==> src/rtl/mips_pkg.sv <==
// Shared types and constants for the MIPS core pipeline control blocks.
package mips_pkg;

    typedef enum logic [1:0] {
        RUN,
        MDU_WAIT,
        HALT,
        STEP
    } ctrl_state_t;

    localparam logic [4:0] REG_ZERO = 5'd0;
    localparam int unsigned MDU_LAT_DEFAULT = 32;

endpackage

==> src/rtl/pipeline_ctrl_if.sv <==
// Signals between the pipeline datapath and the sequencing controller.
interface pipeline_ctrl_if #(
    parameter int unsigned STALL_W = 16
);
    logic [4:0]         id_rs;
    logic [4:0]         id_rt;
    logic               id_uses_rt;
    logic               id_mdu_op;
    logic               ex_memread;
    logic [4:0]         ex_rt;
    logic               branch_taken;
    logic               halt_req;
    logic               step_req;
    logic               pc_we;
    logic               ifid_le;
    logic               ifid_enable;
    logic               ifid_clear;
    logic               idex_flush;
    logic               mdu_busy;
    logic               halted;
    logic [STALL_W-1:0] stall_cycles;

    // Controller side.
    modport master (
        input  id_rs, id_rt, id_uses_rt, id_mdu_op, ex_memread, ex_rt,
        input  branch_taken, halt_req, step_req,
        output pc_we, ifid_le, ifid_enable, ifid_clear, idex_flush,
        output mdu_busy, halted, stall_cycles
    );

    // Datapath side.
    modport slave (
        output id_rs, id_rt, id_uses_rt, id_mdu_op, ex_memread, ex_rt,
        output branch_taken, halt_req, step_req,
        input  pc_we, ifid_le, ifid_enable, ifid_clear, idex_flush,
        input  mdu_busy, halted, stall_cycles
    );

endinterface

==> src/rtl/hazard_detect.sv <==
// Load-use hazard compare between the load in EX and the sources of ID.
module hazard_detect
    import mips_pkg::*;
(
    input  logic       ex_memread,
    input  logic [4:0] ex_rt,
    input  logic [4:0] id_rs,
    input  logic [4:0] id_rt,
    input  logic       id_uses_rt,
    output logic       lu
);

    always_comb begin
        lu = ex_memread && (ex_rt != REG_ZERO) &&
             ((ex_rt == id_rs) || (id_uses_rt && (ex_rt == id_rt)));
    end

endmodule

==> src/rtl/pipeline_ctrl.sv <==
// Pipeline sequencing controller: load-use stall, branch flush, MDU wait and
// debug halt/step. Outputs are decoded combinationally from state and inputs.
module pipeline_ctrl
    import mips_pkg::*;
#(
    parameter int unsigned MDU_LAT = MDU_LAT_DEFAULT,
    parameter int unsigned STALL_W = 16
) (
    input logic             clk,
    input logic             rst_n,
    pipeline_ctrl_if.master bus
);

    ctrl_state_t        state_q, state_d;
    logic [7:0]         cnt_q, cnt_d;
    logic [STALL_W-1:0] stall_q;
    logic               lu;

    logic pc_we, ifid_enable, ifid_clear, idex_flush, mdu_busy, halted;

    hazard_detect u_hazard_detect (
        .ex_memread (bus.ex_memread),
        .ex_rt      (bus.ex_rt),
        .id_rs      (bus.id_rs),
        .id_rt      (bus.id_rt),
        .id_uses_rt (bus.id_uses_rt),
        .lu         (lu)
    );

    always_comb begin
        state_d     = state_q;
        cnt_d       = cnt_q;
        pc_we       = 1'b0;
        ifid_enable = 1'b0;
        ifid_clear  = 1'b0;
        idex_flush  = 1'b1;
        mdu_busy    = 1'b0;
        halted      = 1'b0;

        unique case (state_q)
            RUN, STEP: begin
                // A step cycle falls back to HALT unless it launches an MDU op.
                if (state_q == STEP) begin
                    state_d = HALT;
                end
                if (bus.branch_taken) begin
                    pc_we       = 1'b1;
                    ifid_enable = 1'b1;
                    ifid_clear  = 1'b1;
                end else if (!lu) begin
                    pc_we       = 1'b1;
                    ifid_enable = 1'b1;
                    idex_flush  = 1'b0;
                    if (bus.id_mdu_op) begin
                        state_d = MDU_WAIT;
                        cnt_d   = 8'(MDU_LAT - 1);
                    end else if (state_q == RUN && bus.halt_req) begin
                        state_d = HALT;
                    end
                end
            end
            MDU_WAIT: begin
                mdu_busy = 1'b1;
                if (cnt_q == 8'd0) begin
                    state_d = RUN;
                end else begin
                    cnt_d = cnt_q - 8'd1;
                end
            end
            HALT: begin
                halted = 1'b1;
                if (!bus.halt_req) begin
                    state_d = RUN;
                end else if (bus.step_req) begin
                    state_d = STEP;
                end
            end
            default: state_d = RUN;
        endcase

        // Reset forces every control output low without waiting for a clock.
        if (!rst_n) begin
            pc_we       = 1'b0;
            ifid_enable = 1'b0;
            ifid_clear  = 1'b0;
            idex_flush  = 1'b0;
            mdu_busy    = 1'b0;
            halted      = 1'b0;
        end
    end

    always_ff @(posedge clk or negedge rst_n) begin
        if (!rst_n) begin
            state_q <= RUN;
            cnt_q   <= 8'd0;
            stall_q <= '0;
        end else begin
            state_q <= state_d;
            cnt_q   <= cnt_d;
            if (!pc_we && (stall_q != {STALL_W{1'b1}})) begin
                stall_q <= stall_q + 1'b1;
            end
        end
    end

    assign bus.pc_we        = pc_we;
    assign bus.ifid_le      = rst_n;
    assign bus.ifid_enable  = ifid_enable;
    assign bus.ifid_clear   = ifid_clear;
    assign bus.idex_flush   = idex_flush;
    assign bus.mdu_busy     = mdu_busy;
    assign bus.halted       = halted;
    assign bus.stall_cycles = stall_q;

endmodule

==> src/flat_wrapper.sv <==
// flat-port wrapper written by rule: the top's interface ports become plain ports
module pipeline_ctrl_flat import mips_pkg::*;
#(
    parameter int unsigned MDU_LAT = MDU_LAT_DEFAULT,
    parameter int unsigned STALL_W = 16
)
  (clk, rst_n, bus_id_rs, bus_id_rt, bus_id_uses_rt, bus_id_mdu_op, bus_ex_memread, bus_ex_rt, bus_branch_taken, bus_halt_req, bus_step_req, bus_pc_we, bus_ifid_le, bus_ifid_enable, bus_ifid_clear, bus_idex_flush, bus_mdu_busy, bus_halted, bus_stall_cycles);
  pipeline_ctrl_if #(.STALL_W(STALL_W)) bus_i ();
  input logic clk;
  input logic rst_n;
  input wire logic [$bits(bus_i.id_rs)-1:0] bus_id_rs;
  input wire logic [$bits(bus_i.id_rt)-1:0] bus_id_rt;
  input wire logic [$bits(bus_i.id_uses_rt)-1:0] bus_id_uses_rt;
  input wire logic [$bits(bus_i.id_mdu_op)-1:0] bus_id_mdu_op;
  input wire logic [$bits(bus_i.ex_memread)-1:0] bus_ex_memread;
  input wire logic [$bits(bus_i.ex_rt)-1:0] bus_ex_rt;
  input wire logic [$bits(bus_i.branch_taken)-1:0] bus_branch_taken;
  input wire logic [$bits(bus_i.halt_req)-1:0] bus_halt_req;
  input wire logic [$bits(bus_i.step_req)-1:0] bus_step_req;
  output wire logic [$bits(bus_i.pc_we)-1:0] bus_pc_we;
  output wire logic [$bits(bus_i.ifid_le)-1:0] bus_ifid_le;
  output wire logic [$bits(bus_i.ifid_enable)-1:0] bus_ifid_enable;
  output wire logic [$bits(bus_i.ifid_clear)-1:0] bus_ifid_clear;
  output wire logic [$bits(bus_i.idex_flush)-1:0] bus_idex_flush;
  output wire logic [$bits(bus_i.mdu_busy)-1:0] bus_mdu_busy;
  output wire logic [$bits(bus_i.halted)-1:0] bus_halted;
  output wire logic [$bits(bus_i.stall_cycles)-1:0] bus_stall_cycles;
  assign bus_i.id_rs = bus_id_rs;
  assign bus_i.id_rt = bus_id_rt;
  assign bus_i.id_uses_rt = bus_id_uses_rt;
  assign bus_i.id_mdu_op = bus_id_mdu_op;
  assign bus_i.ex_memread = bus_ex_memread;
  assign bus_i.ex_rt = bus_ex_rt;
  assign bus_i.branch_taken = bus_branch_taken;
  assign bus_i.halt_req = bus_halt_req;
  assign bus_i.step_req = bus_step_req;
  assign bus_pc_we = bus_i.pc_we;
  assign bus_ifid_le = bus_i.ifid_le;
  assign bus_ifid_enable = bus_i.ifid_enable;
  assign bus_ifid_clear = bus_i.ifid_clear;
  assign bus_idex_flush = bus_i.idex_flush;
  assign bus_mdu_busy = bus_i.mdu_busy;
  assign bus_halted = bus_i.halted;
  assign bus_stall_cycles = bus_i.stall_cycles;
  pipeline_ctrl #(.MDU_LAT(MDU_LAT), .STALL_W(STALL_W)) u_core (.clk(clk), .rst_n(rst_n), .bus(bus_i));
endmodule
==> config.mk <==
export PLATFORM = sky130hd
export DESIGN_NAME = pipeline_ctrl_flat
export DESIGN_NICKNAME = d
export VERILOG_FILES = /design/src/rtl/mips_pkg.sv /design/src/rtl/pipeline_ctrl_if.sv /design/src/rtl/hazard_detect.sv /design/src/rtl/pipeline_ctrl.sv /design/src/flat_wrapper.sv
export SDC_FILE = /design/constraint.sdc
export NUM_CORES = 1
export LEC_CHECK = 0
export ABC_AREA = 1
export CAP_MARGIN = 20
export CORE_AREA = 3 3 86 88
export DETAILED_ROUTE_END_ITERATION = 10
export DIE_AREA = 0 0 89 91
export GPL_ROUTABILITY_DRIVEN = 0
export PLACE_DENSITY_LB_ADDON = 0.05
export SLEW_MARGIN = 10
export SYNTH_ARGS = -nofsm -noshare
export SYNTH_HDL_FRONTEND = slang
export SYNTH_SLANG_ARGS = --single-unit
export TNS_END_PERCENT = 30
==> constraint.sdc <==
create_clock -name clk -period 3.93 [get_ports clk]
set_input_delay 1.179 -clock clk [delete_from_list [all_inputs] [get_ports clk]]
set_output_delay 1.179 -clock clk [all_outputs]
set_load 0.1 [all_outputs]
==> summary.md, run 1 <==
| Metric | Value |
|---|---|
| Port buffer count | 45 |
| Crit start category | primary input |
| Worst slew pin tran | 0.7417 ns |
| Distinct cells, synth | 28 |
| Status | complete, no violations |
| Critical path data arrival time | 2.57 ns |
| Hold_ws | 0.5071 ns |
| Hold Path Origin | u_core.cnt_q[0] |
| GR Util met2 | 20.42% |
| Post-Layout Cell Count | 427 |
| Post-Syn Area | 2014 um2 |
| CTS tree | built |
| Internal | 0.8383 mW |
| WP data required | 2.75 ns |
| Area Overhead vs Synth | 33.17% |
| Final instance area | 2683 um2 |
| Global-route usage over all layers | 13.35% |
| CP cell instances | clkdlybuf4s50_1 -> inv_1 -> nand2_1 -> nand2_1 -> nor2_1 -> nand3_1 -> nand2_1 -> nand2_2 -> inv_2 -> nand2_1 -> nand2_4 -> inv_2 -> buf_12 |
| Max Freq | 0.2668 GHz |
| Post-Syn Area per Cell | 6.670 um2 |
| Leakage power | 1.459 nW |
| Synth Flop Type | dfrtp_1 |
| Cells after Synth | 302 |
| Synth top area share | 32.30% |
| DIE AREA | 8099 um2 |
| Switch share | 54.84% |
| CTS root buffer | clkbuf_8 |
| Clk slew on worst S/H paths | 0.09 ns |
| Final Hold Fails | 0 |
| Post-synth EDFFs | 0 |
| Slowest cell on the critical path | clkdlybuf4s50_1 |
| Seq/Total Area, Yosys | 32.30% |
| Share of layout cells above drive strength 1 | 14.99% |
| RSZ-0062 raised after global routing | no |
| Yosys top cell by area | dfrtp_1 |
| Reg-to-reg startpoint | u_core.state_q[1] |
| Slew Limit Headroom | 50.22% |
| IO Pins | 46 |
| Mapped Nets | 332 |
| Area contributors post-synth | dfrtp_1 32%, nand2_1 20%, nand3_1 9.7%, inv_1 7.1%, xor2_1 5.7% |
| CP peak stage delay | 0.47 ns |
| Clk pwr share | 12.4% |
| Final Slew Violations | 0 |
| CP most frequent cell | nand2_1 |
| Crit path time final | 3.748 ns |
| Residual DRC | 0 |
| Share of power burned in registers | 23.0% |
| Total negative slack | 0 ns |
| Ys async rst share | 100.0% |
| Layout Nets | 378 |
| Num CTS Buffers | 3 |
| Post-DP Area | 2589 um2 |
| Detail Placement HPWL | 3837 um |
| Max VDD drop | 0.5465 mV |
| Vias | 1,916 |
| Wire per inst | 11.88 um |
| Antenna viol nets, final | 0 |
| First-pass GRT wire length | 8880 um |
| WL final | 5073 um |
| Max_cap viols | 0 |
| Seq cells post-synth | 26 |
| Kind of critical path | in -> out |
| Tcrit/Tclk final | 95.36% |
| Hold WC Path Type | reg -> reg |
| Gr busiest metal | met2 |
| H-tree Lvls | 1 |
| Power, Total | 1.856 mW |
| Gr ovfl total | 0 |
| Postcts setup bufs | 0 |
| Power Density | 692.0 nW/um2 |
| Pin count of the biggest net entering global routing | 31 |
| Crit path from | bus_id_rt[1] |
| Final setup violation count | 0 |
| Top fanout value on the critical path | 2 |
| Cell Rows | 30 |
| Switching pwr | 1.018 mW |
| Die W | 89 um |
| Worst-Skew Late Latency | 0.28 ns |
| Antenna diode count | 0 |
| Met1 Track Usage GR | 20.19% |
| Comb power frac | 64.6% |
| CP Capture Type | output port |
| FF-to-FF setup slack | 1.87 ns |
| Die H | 91 um |
| Initial antenna violation count | 0 |
| CTS sink cnt | 26 |
| Placed Cells | 423 |
| Met3 GRT Util | 1.996% |
| Vias in the first global route | 1,874 |
| Max Root-Sink Buffers | 2 |
| Drt initial violations | 118 |
| Core Area | 6719 um2 |
| TritonRoute pass-1 iters | 4 |
| Initial core utilization | 29.98% |
| Average via count per standard cell | 4.487 |
| Yosys warns | 0 |
| Clock Skews | 0.01848 ns |
[layer usage]
| layer | vias to the layer above | share of wire (%) |
|---|---|---|
| met2 | 42 | 42 |
| met1 | 847 | 52 |
| li1 | 1025 | - |
| met3 | 2 | 4.8 |
| met5 | - | 0 |
| met4 | 0 | 0.61 |
[cells in the mapped netlist, types with 5 or more instances]
cell type,count
nand2_1,107
xnor2_1,5
ha_1,7
dfrtp_1,26
nand3_1,39
inv_1,38
xor2_1,13
inv_2,5
nor3_1,7
nor2_1,24
[final timing paths]
check	endpoint	depth (start not counted)
min reg2reg	u_core.cnt_q[0]	2
min in group asynchronous	u_core.bus.stall_cycles[7]	2
max in group asynchronous	u_core.cnt_q[4]	2
max reg2reg	u_core.cnt_q[5]	6
max	bus_ifid_enable	13
min	u_core.cnt_q[0]	2
[layout by cell type (no fill, tap or decap), types with 3 or more instances in the layout]
cell type / instances
xor2_1: 13
inv_2: 6
nor3_2: 3
xnor2_1: 5
buf_4: 18
nand2_1: 107
nand3_1: 39
inv_1: 37
or2_2: 3
nor2_1: 24
clkdlybuf4s50_1: 17
nand2_2: 3
buf_12: 8
ha_1: 7
dfrtp_1: 26
nor3_1: 5
dlymetal6s2s_1: 5
clkbuf_8: 3
[state kept, by name, summed over array words and instances (netlist names)]
name and count:
u_core.state_q 2, u_core.bus.stall_cycles 16, u_core.cnt_q 8
[power by group through the flow]
stage	Sequential [mW]	Clock, mW	Combinational, mW
2_1_floorplan	0.619	0	0.693
3_3_place_gp	0.434	0	1.20
3_5_place_dp	0.434	0	1.21
4_1_cts	0.429	0.237	1.21
5_1_grt	0.443	0.249	1.33
6_report	0.427	0.231	1.20
[cell families after synthesis]
family,synth area share [%]
and+or+nand+nor,43.60
buffers and inverters,10.31
DFF,32.30
xor gates and xnor gates,7.826
adders and majority gates,4.348
AOI/OAI and AO/OA,1.615
[final cells by class]
cell class              count  area, um2
inverters                  43      161.4
fillers                   716       4036
flip-flops and latches     26      650.6
clock buffers               3      41.29
multi-input cells         226       1171
repair buffers             48      528.0
clock inverters             1      30.03
well taps                  80      100.1
[worst max-delay path, delay by kind of cell]
kind / cells / cell delay, ns
buffers and inverters: 5 / 0.79
and+or+nand+nor: 8 / 0.59
[per-stage QoR]
stage	setup slack (ns)	util [%]
after floorplan	-0.2507	-
after global placement	0.05050	38.53
after detailed placement	0.04536	38.53
after CTS	0.04400	39.59
after global routing	0.04386	39.93
final	0.1824	39.93
[timing repair]
action	CTS	global route
setup endpoints to repair	0	3
hold buffers	0	0
resized for setup	0	8
Power figures use the tool's default switching activity.
==> run 2, diff against run 1 <==
--- a/config.mk
+++ b/config.mk
@@ -11,7 +11,7 @@
 export DETAILED_ROUTE_END_ITERATION = 10
 export DIE_AREA = 0 0 89 91
 export GPL_ROUTABILITY_DRIVEN = 0
-export PLACE_DENSITY_LB_ADDON = 0.05
+export PLACE_DENSITY = 0.63
 export SLEW_MARGIN = 10
 export SYNTH_ARGS = -nofsm -noshare
 export SYNTH_HDL_FRONTEND = slang
==> summary.md, run 2 (synthesis gave the netlist of run 1 again) <==
| Metric | Value |
|---|---|
| Antenna diode count | 0 (unchanged) |
| CP Capture Type | output port |
| CTS root buffer | clkbuf_8 |
| Share of layout cells above drive strength 1 | 15.23% (+0.24 points) |
| Status | complete, no violations |
| Clk slew on worst S/H paths | 0.08 ns (about the same) |
| Max Root-Sink Buffers | 2 (unchanged) |
| Max_cap viols | 0 (unchanged) |
| Switching pwr | 0.9940 mW (-2.4%) |
| WHS Path Cells | 2 (unchanged) |
| Crit start category | primary input |
| Worst slew pin tran | 0.6731 ns (-0.06861 ns) |
| Average via count per standard cell | 4.561 (+1.6%) |
| Final setup violation count | 0 (unchanged) |
| Hold Path Origin | u_core.cnt_q[0] |
| Initial core utilization | 29.98% (unchanged) |
| Vias | 1,952 (+1.9%) |
| Antenna viol nets, final | 0 (unchanged) |
| Port buffer count | 45 (unchanged) |
| CP cell instances | clkdlybuf4s50_1 -> nand2_1 -> nor2_1 -> nand3_1 -> nand2_1 -> nand2_2 -> inv_2 -> nand2_2 -> nand2_4 -> clkinvlp_4 -> buf_12 |
| Tcrit/Tclk final | 94.58% (-0.78 points) |
| Final Slew Violations | 0 (unchanged) |
| Reg-to-reg startpoint | u_core.state_q[1] |
| Layout Nets | 380 (+0.53%) |
| Detail Placement HPWL | 3648 um (-4.9%) |
| Bufs and invs on worst path | 4 (-1) |
| Share of power burned in registers | 24.3% (+1.3 points) |
| Cell Rows | 30 (unchanged) |
| Internal | 0.7690 mW (-8.3%) |
| Num CTS Buffers | 3 (unchanged) |
| Critical path data arrival time | 2.54 ns (-0.03 ns) |
| Power Density | 659.3 nW/um2 (-4.7%) |
| Max Freq | 0.2690 GHz (+0.83%) |
| Drt initial violations | 94 (-20%) |
| Global-route usage over all layers | 12.43% (-0.93 points) |
| Comb power frac | 67.2% (+2.6 points) |
| Most frequent cells in the layout | 106 x nand2_1, 39 x nand3_1, 36 x inv_1, 26 x dfrtp_1, 24 x nor2_1 |
| Fin util | 39.80% (-0.13 points) |
| WP data required | 2.75 ns (about the same) |
| Residual DRC | 0 (unchanged) |
| Hold EP | u_core.cnt_q[0] |
| Top fanout value on the critical path | 2 (unchanged) |
| Pin count of the biggest net entering global routing | 21 (-32%) |
| IO Pins | 46 (unchanged) |
| CTS sink cnt | 26 (unchanged) |
| H-tree Lvls | 1 (unchanged) |
| Family with the most delay on the worst path | buffers and inverters |
| Area Overhead vs Synth | 32.73% |
| FF-to-FF setup slack | 1.96 ns (+0.09 ns) |
| CP peak stage delay | 0.45 ns (-0.02 ns) |
| Wire per inst | 11.15 um (-6.2%) |
| Initial antenna violation count | 0 (unchanged) |
| Die W | 89 um (unchanged) |
| First-pass GRT wire length | 8424 um (-5.1%) |
| Die H | 91 um (unchanged) |
| Power, Total | 1.763 mW (-5.0%) |
| Clk pwr share | 8.5% (-3.9 points) |
| Leakage power | 1.523 nW (+4.4%) |
| Hold WC Path Type | reg -> reg |
| R2r endpoint | u_core.cnt_q[2] |
| Core Area | 6719 um2 (unchanged) |
| Slowest cell on the critical path | clkdlybuf4s50_1 |
| Vias in the first global route | 1,928 (+2.9%) |
| Max reg flops | 16 (unchanged) |
| Slew Limit Headroom | 54.83% (+4.6 points) |
| Most common cell after layout, fill and taps aside | nand2_1 |
| Worst-Skew Late Latency | 0.27 ns (about the same) |
| TritonRoute pass-1 iters | 4 (unchanged) |
| CTS tree | built |
| Reg2Reg Depth | 6 (unchanged) |
| WL final | 4772 um (-5.9%) |
| DIE AREA | 8099 um2 (unchanged) |
| Switch share | 56.38% (+1.5 points) |
| RSZ-0062 raised after global routing | no |
| Final Hold Fails | 0 (unchanged) |
| Clock Skews | 0.003062 ns (-0.01542 ns) |
| Max VDD drop | 0.4106 mV (-25%) |
| Kind of critical path | in -> out |
| Crit path time final | 3.717 ns (-0.03080 ns) |
| Gr ovfl total | 0 (unchanged) |
==> run 2: power groups by stage <==
stage	Sequential (mW)	Clock, mW	Combinational (mW)
6_report	0.428	0.151	1.18
5_1_grt	0.442	0.165	1.32
4_1_cts	0.429	0.156	1.19
3_5_place_dp	0.434	0	1.19
3_3_place_gp	0.431	0	1.17
2_1_floorplan	0.619	0	0.693
==> run 2: stage by stage <==
step	instances	setup WS (ns)	cell area, um2	hold WS, ns	setup TNS (ns)
after floorplan	302	-0.2507	2019	0.4638	-0.2507
after global placement	424	0.05866	2584	0.4821	0
final	428	0.2132	2674	0.5040	0
after CTS	427	0.02573	2625	0.5094	0
after global routing	428	0.1004	2674	0.5637	0
after detailed placement	424	0.03304	2584	0.4913	0
==> run 2: timing repair <==
| item | in CTS | in global routing |
|---|---|---|
| endpoints found under the setup margin | 0 | 3 |
| buffers inserted | 0 | 1 |
| resized for setup | 0 | 17 |
| hold buffers | 0 | 0 |
==> run 2: routing by layer <==
layer  global-route usage [%]  vias up  routed length [um]
met5                        0        -                   0
li1                         -     1025                   -
met1                    17.24      887                2270
met3                    1.270        4                 192
met4                    4.094        0                  60
met2                    19.99       36                2249
==> run 2: layout make-up <==
cell class	count	area (um2)
fill	682	4045
multi-input combinational	226	1164
sequential	26	650.6
timing repair buffer	50	553.0
inverter	43	165.2
tap	80	100.1
clock buffer	3	41.29
==> run 2: tightest hold or removal path, cell delays in order (launching register included) <==
cell,delay [ns]
dfrtp_1,0.36
nand2_1,0.06
nand2_1,0.05
==> run 2: worst max-delay path by stage <==
stage,from,cells after the start,slack (ns),end
final,bus_id_uses_rt,11,0.21,bus_pc_we
after global placement,bus_ex_rt[4],13,0.06,bus_ifid_enable
after floorplan,bus_ex_rt[3],11,-0.25,bus_pc_we
after global routing,bus_id_uses_rt,11,0.10,bus_pc_we
after CTS,bus_ex_rt[4],13,0.03,bus_pc_we
after detailed placement,bus_ex_rt[4],13,0.03,bus_pc_we
==> RTL change 1, RTL diff (flow settings as in run 1) <==
`STALL_W` is set to 16 in 3 places; all go to 32.
--- a/src/rtl/pipeline_ctrl_if.sv
+++ b/src/rtl/pipeline_ctrl_if.sv
@@ -1,6 +1,6 @@
 // Signals between the pipeline datapath and the sequencing controller.
 interface pipeline_ctrl_if #(
-    parameter int unsigned STALL_W = 16
+    parameter int unsigned STALL_W = 32
 );
     logic [4:0]         id_rs;
     logic [4:0]         id_rt;
--- a/src/rtl/pipeline_ctrl.sv
+++ b/src/rtl/pipeline_ctrl.sv
@@ -4,7 +4,7 @@
     import mips_pkg::*;
 #(
     parameter int unsigned MDU_LAT = MDU_LAT_DEFAULT,
-    parameter int unsigned STALL_W = 16
+    parameter int unsigned STALL_W = 32
 ) (
     input logic             clk,
     input logic             rst_n,
--- a/src/flat_wrapper.sv
+++ b/src/flat_wrapper.sv
@@ -2,7 +2,7 @@
 module pipeline_ctrl_flat import mips_pkg::*;
 #(
     parameter int unsigned MDU_LAT = MDU_LAT_DEFAULT,
-    parameter int unsigned STALL_W = 16
+    parameter int unsigned STALL_W = 32
 )
   (clk, rst_n, bus_id_rs, bus_id_rt, bus_id_uses_rt, bus_id_mdu_op, bus_ex_memread, bus_ex_rt, bus_branch_taken, bus_halt_req, bus_step_req, bus_pc_we, bus_ifid_le, bus_ifid_enable, bus_ifid_clear, bus_idex_flush, bus_mdu_busy, bus_halted, bus_stall_cycles);
   pipeline_ctrl_if #(.STALL_W(STALL_W)) bus_i ();
Ports: changed (resized bus_stall_cycles); port bits go from 46 to 62. No check against the original RTL was run, so the function may have changed too.
==> RTL change 1 against run 1 <==
  * Routed wire length grew 49%
  * Cell area rose by 46%
  * Sequential cell count is 16 higher
  * Total power rose by 15%
  * Synthesized area rose by 54%
  * Worst hold slack improved by 0.015 ns
  * Non-clock buffer count grew 19
  * Combinational power down 4%
  * Final cell count rose by 42%
  * Via count up 58%
  * Setup slack got worse by 0.065 ns
  * Highest routed layer unchanged
==> RTL change 1: results (changes against run 1) <==
status finished, final reports clean; WP data arrival 2.63 ns (+0.06 ns); first-pass GRT wire length 13.0 mm (+46%); final net count 557 (+47%); Max IR drop VDD 0.364 mV (-33%); max FFs per register 32 (+16); routed length on met1 3.22 mm (+22%); number of DRC markers in iteration 0 123 (+4.2%); multi-input combinational area share 44.4% (+0.78 points); met2 usage 33.0% (+13 points); Syn Nets 495 (+49%); synthesis-to-finish area growth 26.8%; Reg-to-Reg Start u_core.bus.stall_cycles[5]; Layout non-clock buf frac 16.8% (-2.9 points); FF-to-FF End u_core.bus.stall_cycles[5]; Worst R2R Setup Slack 1.80 ns (-0.07 ns); Sink Count 42 (+62%); Rel. slew slack 67.3% (+17 points); met1 Use GR 25.2% (+5.0 points); Fin Hold WS 0.522 ns (+0.0149 ns); fraction of area in registers 26.8% (+2.5 points); clock skew 0.00979 ns (-0.00868 ns); # port buffers 61 (+36%); met3 WL 392 µm (+60%); Multi-In Gates 350 (+55%); clock buf count 5 (+2); count of different cell masters after synthesis 32 (+14%); Vias/cell 4.98 (+11%); post-DR wirelength/cell 12.5 µm (+4.9%); Leak 2.06 nW (+41%); # fillers 665 (-7.1%); Adder-Cell Fraction of Synth Area 2.83% (-1.5 points); DP Cell Count 600 (+42%); Crit path largest cell delay 0.45 ns (-0.02 ns); dpl ws -0.0195 ns (-0.0649 ns); vias in the first global route 2843 (+52%); grt met3 use 3.99% (+2.0 points); worst r2r path cells 9 (+3); layout cells sized above 1 13.8% (-1.2 points); inverter count 61 (+42%); nonclk buf count 67 (+40%); H-Tree Depth 2 (+1); Resize count post-CTS 3 (+3); ranking of synthesized cells by area dfrtp_1 (34%), nand2_1 (20%), nand3_1 (6.9%); Sw Share 49.4% (-5.4 points); clock network share of area 3.50% (+0.85 points); GRT Total Usage 19.8% (+6.4 points); met2 WL 3.77 mm (+76%); top cells by count, synth nand2_1 (169), inv_1 (55), nor2_1 (45), nand3_1 (43), dfrtp_1 (42); largest net degree at the start of global routing 38 (+23%); Synth Area in Compound Gates 3.51% (+1.9 points); hold_sp u_core.bus.stall_cycles[31]; Seq/Total Area, Yosys 33.9% (+1.6 points); Synth Area per Inst 6.66 µm² (-0.12%); Non-Filler Instances 608 (+42%); Synth Area in XOR/XNOR 9.05% (+1.2 points); dpl hpwl 5.94 mm (+55%); clk_lat worst skew 0.30 ns (+0.02 ns)
-- RTL change 1: cell count changes in the layout (fill, tap and decap cells not counted), sizes merged, moves of 10 or more --
cell | before | now
nand2 | 112 | 171
nor2 | 26 | 46
o21ai | 3 | 15
xor2 | 13 | 23
buf | 26 | 46
dfrtp | 26 | 42
inv | 43 | 60
-- RTL change 1: power groups by stage --
stage          combinational, mW  clock (mW)  sequential [mW]
2_1_floorplan              0.740           0            0.759
3_3_place_gp                1.14           0            0.580
3_5_place_dp                1.16           0            0.584
4_1_cts                     1.17       0.424            0.575
5_1_grt                     1.29       0.439            0.587
6_report                    1.15       0.415            0.575
-- RTL change 1: worst reg2reg max path: stages (launching register included) --
cell,delay (ns)
dfrtp_1,0.45
inv_2,0.06
nor3_2,0.22
nand2_2,0.13
inv_2,0.07
nand4_2,0.07
nor2_2,0.14
nand3_4,0.30
nand2_4,0.44
o21ai_0,0.14
-- RTL change 1: how the worst max path moves through the flow --
| stage | from | to | slack, ns | cells after the start |
|---|---|---|---|---|
| after floorplan | bus_ex_rt[2] | bus_pc_we | -0.06 | 13 |
| after global placement | bus_ex_rt[3] | bus_pc_we | -0.007 | 11 |
| after detailed placement | bus_ex_rt[2] | bus_pc_we | -0.02 | 13 |
| after CTS | bus_ex_rt[0] | bus_pc_we | 0.009 | 13 |
| after global routing | bus_id_rt[0] | bus_pc_we | -0.003 | 13 |
| final | bus_id_rt[0] | bus_pc_we | 0.12 | 13 |
-- RTL change 1: logic make-up (layout without fill, tap and decap cells) --
logic type	count (synthesis)	in the layout
AOI/OAI and AO/OA	20	20
xor gates and xnor gates	32	32
adders and majority gates	7	7
buffers and inverters	73	136
DFF	42	42
and+or+nand+nor	291	291
==> RTL change 2, RTL diff (settings of run 1) <==
Without the edit above. The 4 states of `ctrl_state_t` get a one-hot encoding in 4 bits.
--- a/src/rtl/mips_pkg.sv
+++ b/src/rtl/mips_pkg.sv
@@ -1,11 +1,11 @@
 // Shared types and constants for the MIPS core pipeline control blocks.
 package mips_pkg;
 
-    typedef enum logic [1:0] {
-        RUN,
-        MDU_WAIT,
-        HALT,
-        STEP
+    typedef enum logic [3:0] {
+        RUN      = 4'b0001,
+        MDU_WAIT = 4'b0010,
+        HALT     = 4'b0100,
+        STEP     = 4'b1000
     } ctrl_state_t;
 
     localparam logic [4:0] REG_ZERO = 5'd0;
Formal check against the unedited RTL: no difference found for any inputs over 10 cycles, from zero or initial values and one cycle with rst_n low; not proved beyond that.
==> RTL change 2 against run 1 <==
  * Final cell count up 1.2%
  * Routed wire length is 1.1% higher
  * Total power is 12% lower
  * Largest cell class unchanged
  * Setup slack improved by 0.021 ns
  * Synthesized area up 3.3%
  * Sequential cell count is 2 higher
  * Cell area up 2.2%
  * Die area is the same
==> RTL change 2: results (changes against run 1) <==
CP max FO 2 (unchanged); clock skew 0.00731 ns (-0.0112 ns); drt pass-1 iters 4 (unchanged); Worst R2R Setup Slack 1.98 ns (+0.11 ns); Syn Inst Count 303 (+0.33%); first-pass GRT wire length 8.65 mm (-2.6%); WP data arrival 2.55 ns (-0.02 ns); # port buffers 45 (unchanged); Non-Filler Instances 432 (+1.2%); H-Tree Depth 1 (unchanged); Seq/Total Area, Yosys 33.7% (+1.4 points); clk_lat worst skew 0.28 ns (about the same); clk buf depth 2 (unchanged); Inserted Diodes 0 (unchanged); vias 1964 (+2.5%); hold crit path type flip-flop to flip-flop; Syn Nets 329 (-0.90%); layout cells sized above 1 17.9% (+2.9 points); status finished, final reports clean; count of different cell masters after synthesis 32 (+14%); dpl hpwl 4.03 mm (+4.9%); number of DRC markers in iteration 0 89 (-25%); fin worst setup slack 0.204 ns (+0.0214 ns); clock root buffer clkbuf_8; DRT Wirelength 5.13 mm (+1.1%); largest net degree at the start of global routing 24 (-23%); max FFs per register 16 (unchanged); overflow left after global routing 0 (unchanged); ranking of synthesized cells by area dfrtp_1 (32%), nand2_1 (18%), nand3_1 (9.1%); Leak 1.49 nW (+2.3%); vias in the first global route 1857 (-0.91%); dpl ws -0.0377 ns (-0.0831 ns); postcts setup bufs 0 (unchanged); Rel. slew slack 35.4% (-15 points); Async S/R FF share, synth 100% (unchanged); GRT Total Usage 13.0% (-0.32 points); Max IR drop VDD 0.233 mV (-57%); top cells by count, synth nand2_1 (102), nand3_1 (38), inv_1 (35), nor2_1 (31), dfrtp_1 (27); top_reg_cell synth dfrtp_1; initial antenna violation count 0 (unchanged); final net count 379 (+0.26%); Num CTS Buffers 3 (unchanged); Ys Warns 0 (unchanged); # fillers 721 (+0.70%); clock slew at reported path FFs 0.10 ns
RTL change 2: cell types whose count changed in the layout (fill, tap and decap cells not counted), moves of 4 or more:
| cell | change |
|---|---|
| inv_1 | -5 |
| dlymetal6s2s_1 | +7 |
| ha_1 | -4 |
| clkdlybuf4s50_1 | -8 |
| nand2_1 | -5 |
| nor2_1 | +6 |
| nor2_2 | +5 |
RTL change 2: final cells by class:
type,count,area share [%]
multi-input cells,228,43.0
flip-flops and latches,28,25.6
repair buffers,50,20.0
inverters,42,6.07
well taps,80,3.65
clock buffers,4,1.64
RTL change 2: metal layers:
layer | share of wire (%) | global-route usage [%]
met3 | 5.0 | 2.18
met1 | 52 | 19.6
met5 | 0 | 0
met4 | 0.55 | 2.23
met2 | 42 | 19.7
RTL change 2: kinds of logic (layout without fill, tap and decap cells):
group / Yosys count / after routing / share of synthesized area (%)
adders and majority gates: 3 / 3 / 1.80
buffers and inverters: 47 / 96 / 9.68
and+or+nand+nor: 199 / 199 / 43.6
AOI/OAI and AO/OA: 8 / 8 / 3.61
xor gates and xnor gates: 18 / 18 / 7.58
DFF: 28 / 28 / 33.7
RTL change 2: worst paths after layout:
path	from	end	cells after the start
max	bus_id_rs[2]	bus_ifid_enable	8
min	u_core.cnt_q[0]	u_core.cnt_q[0]	1
max reg2reg	u_core.bus.stall_cycles[0]	u_core.bus.stall_cycles[14]	9
min reg2reg	u_core.cnt_q[0]	u_core.cnt_q[0]	1
max in group asynchronous	rst_n	u_core.bus.stall_cycles[15]	2
min in group asynchronous	rst_n	u_core.state_q[2]	2
RTL change 2: through the flow:
stage	setup TNS, ns	total power, mW	util, %	hold slack [ns]	area, µm²
2_1_floorplan	-0.0604	1.24	-	0.474	2100
3_3_place_gp	-0.0895	1.49	39.7	0.502	2670
3_5_place_dp	-0.0952	1.49	39.7	0.504	2670
4_1_cts	0	1.66	40.3	0.528	2710
5_1_grt	0	1.77	40.8	0.550	2740
6_report	0	1.64	40.8	0.520	2740
RTL change 2: report_power, final:
| part | leakage, nW | switching, mW | total, mW | internal (mW) |
|---|---|---|---|---|
| Clock | 0.0228 | 0.0935 | 0.166 | 0.0728 |
| Sequential | 0.364 | 0.0912 | 0.458 | 0.367 |
| Combinational | 1.11 | 0.707 | 1.01 | 0.305 |
RTL change 2: critical path, cell delays in order:
cell             delay (ns)
clkdlybuf4s50_1        0.47
xnor2_1                0.11
nand3_1                0.09
nand2_1                0.08
nand2_2                0.08
o21bai_4               0.18
clkinvlp_4             0.16
buf_12                 0.19
RTL change 2: repair_timing:
| item | 4_1_cts | 5_1_grt |
|---|---|---|
| pin swaps | 1 | 9 |
| endpoints found under the setup margin | 3 | 3 |
| hold buffers | 0 | 0 |
| resized for setup | 2 | 15 |
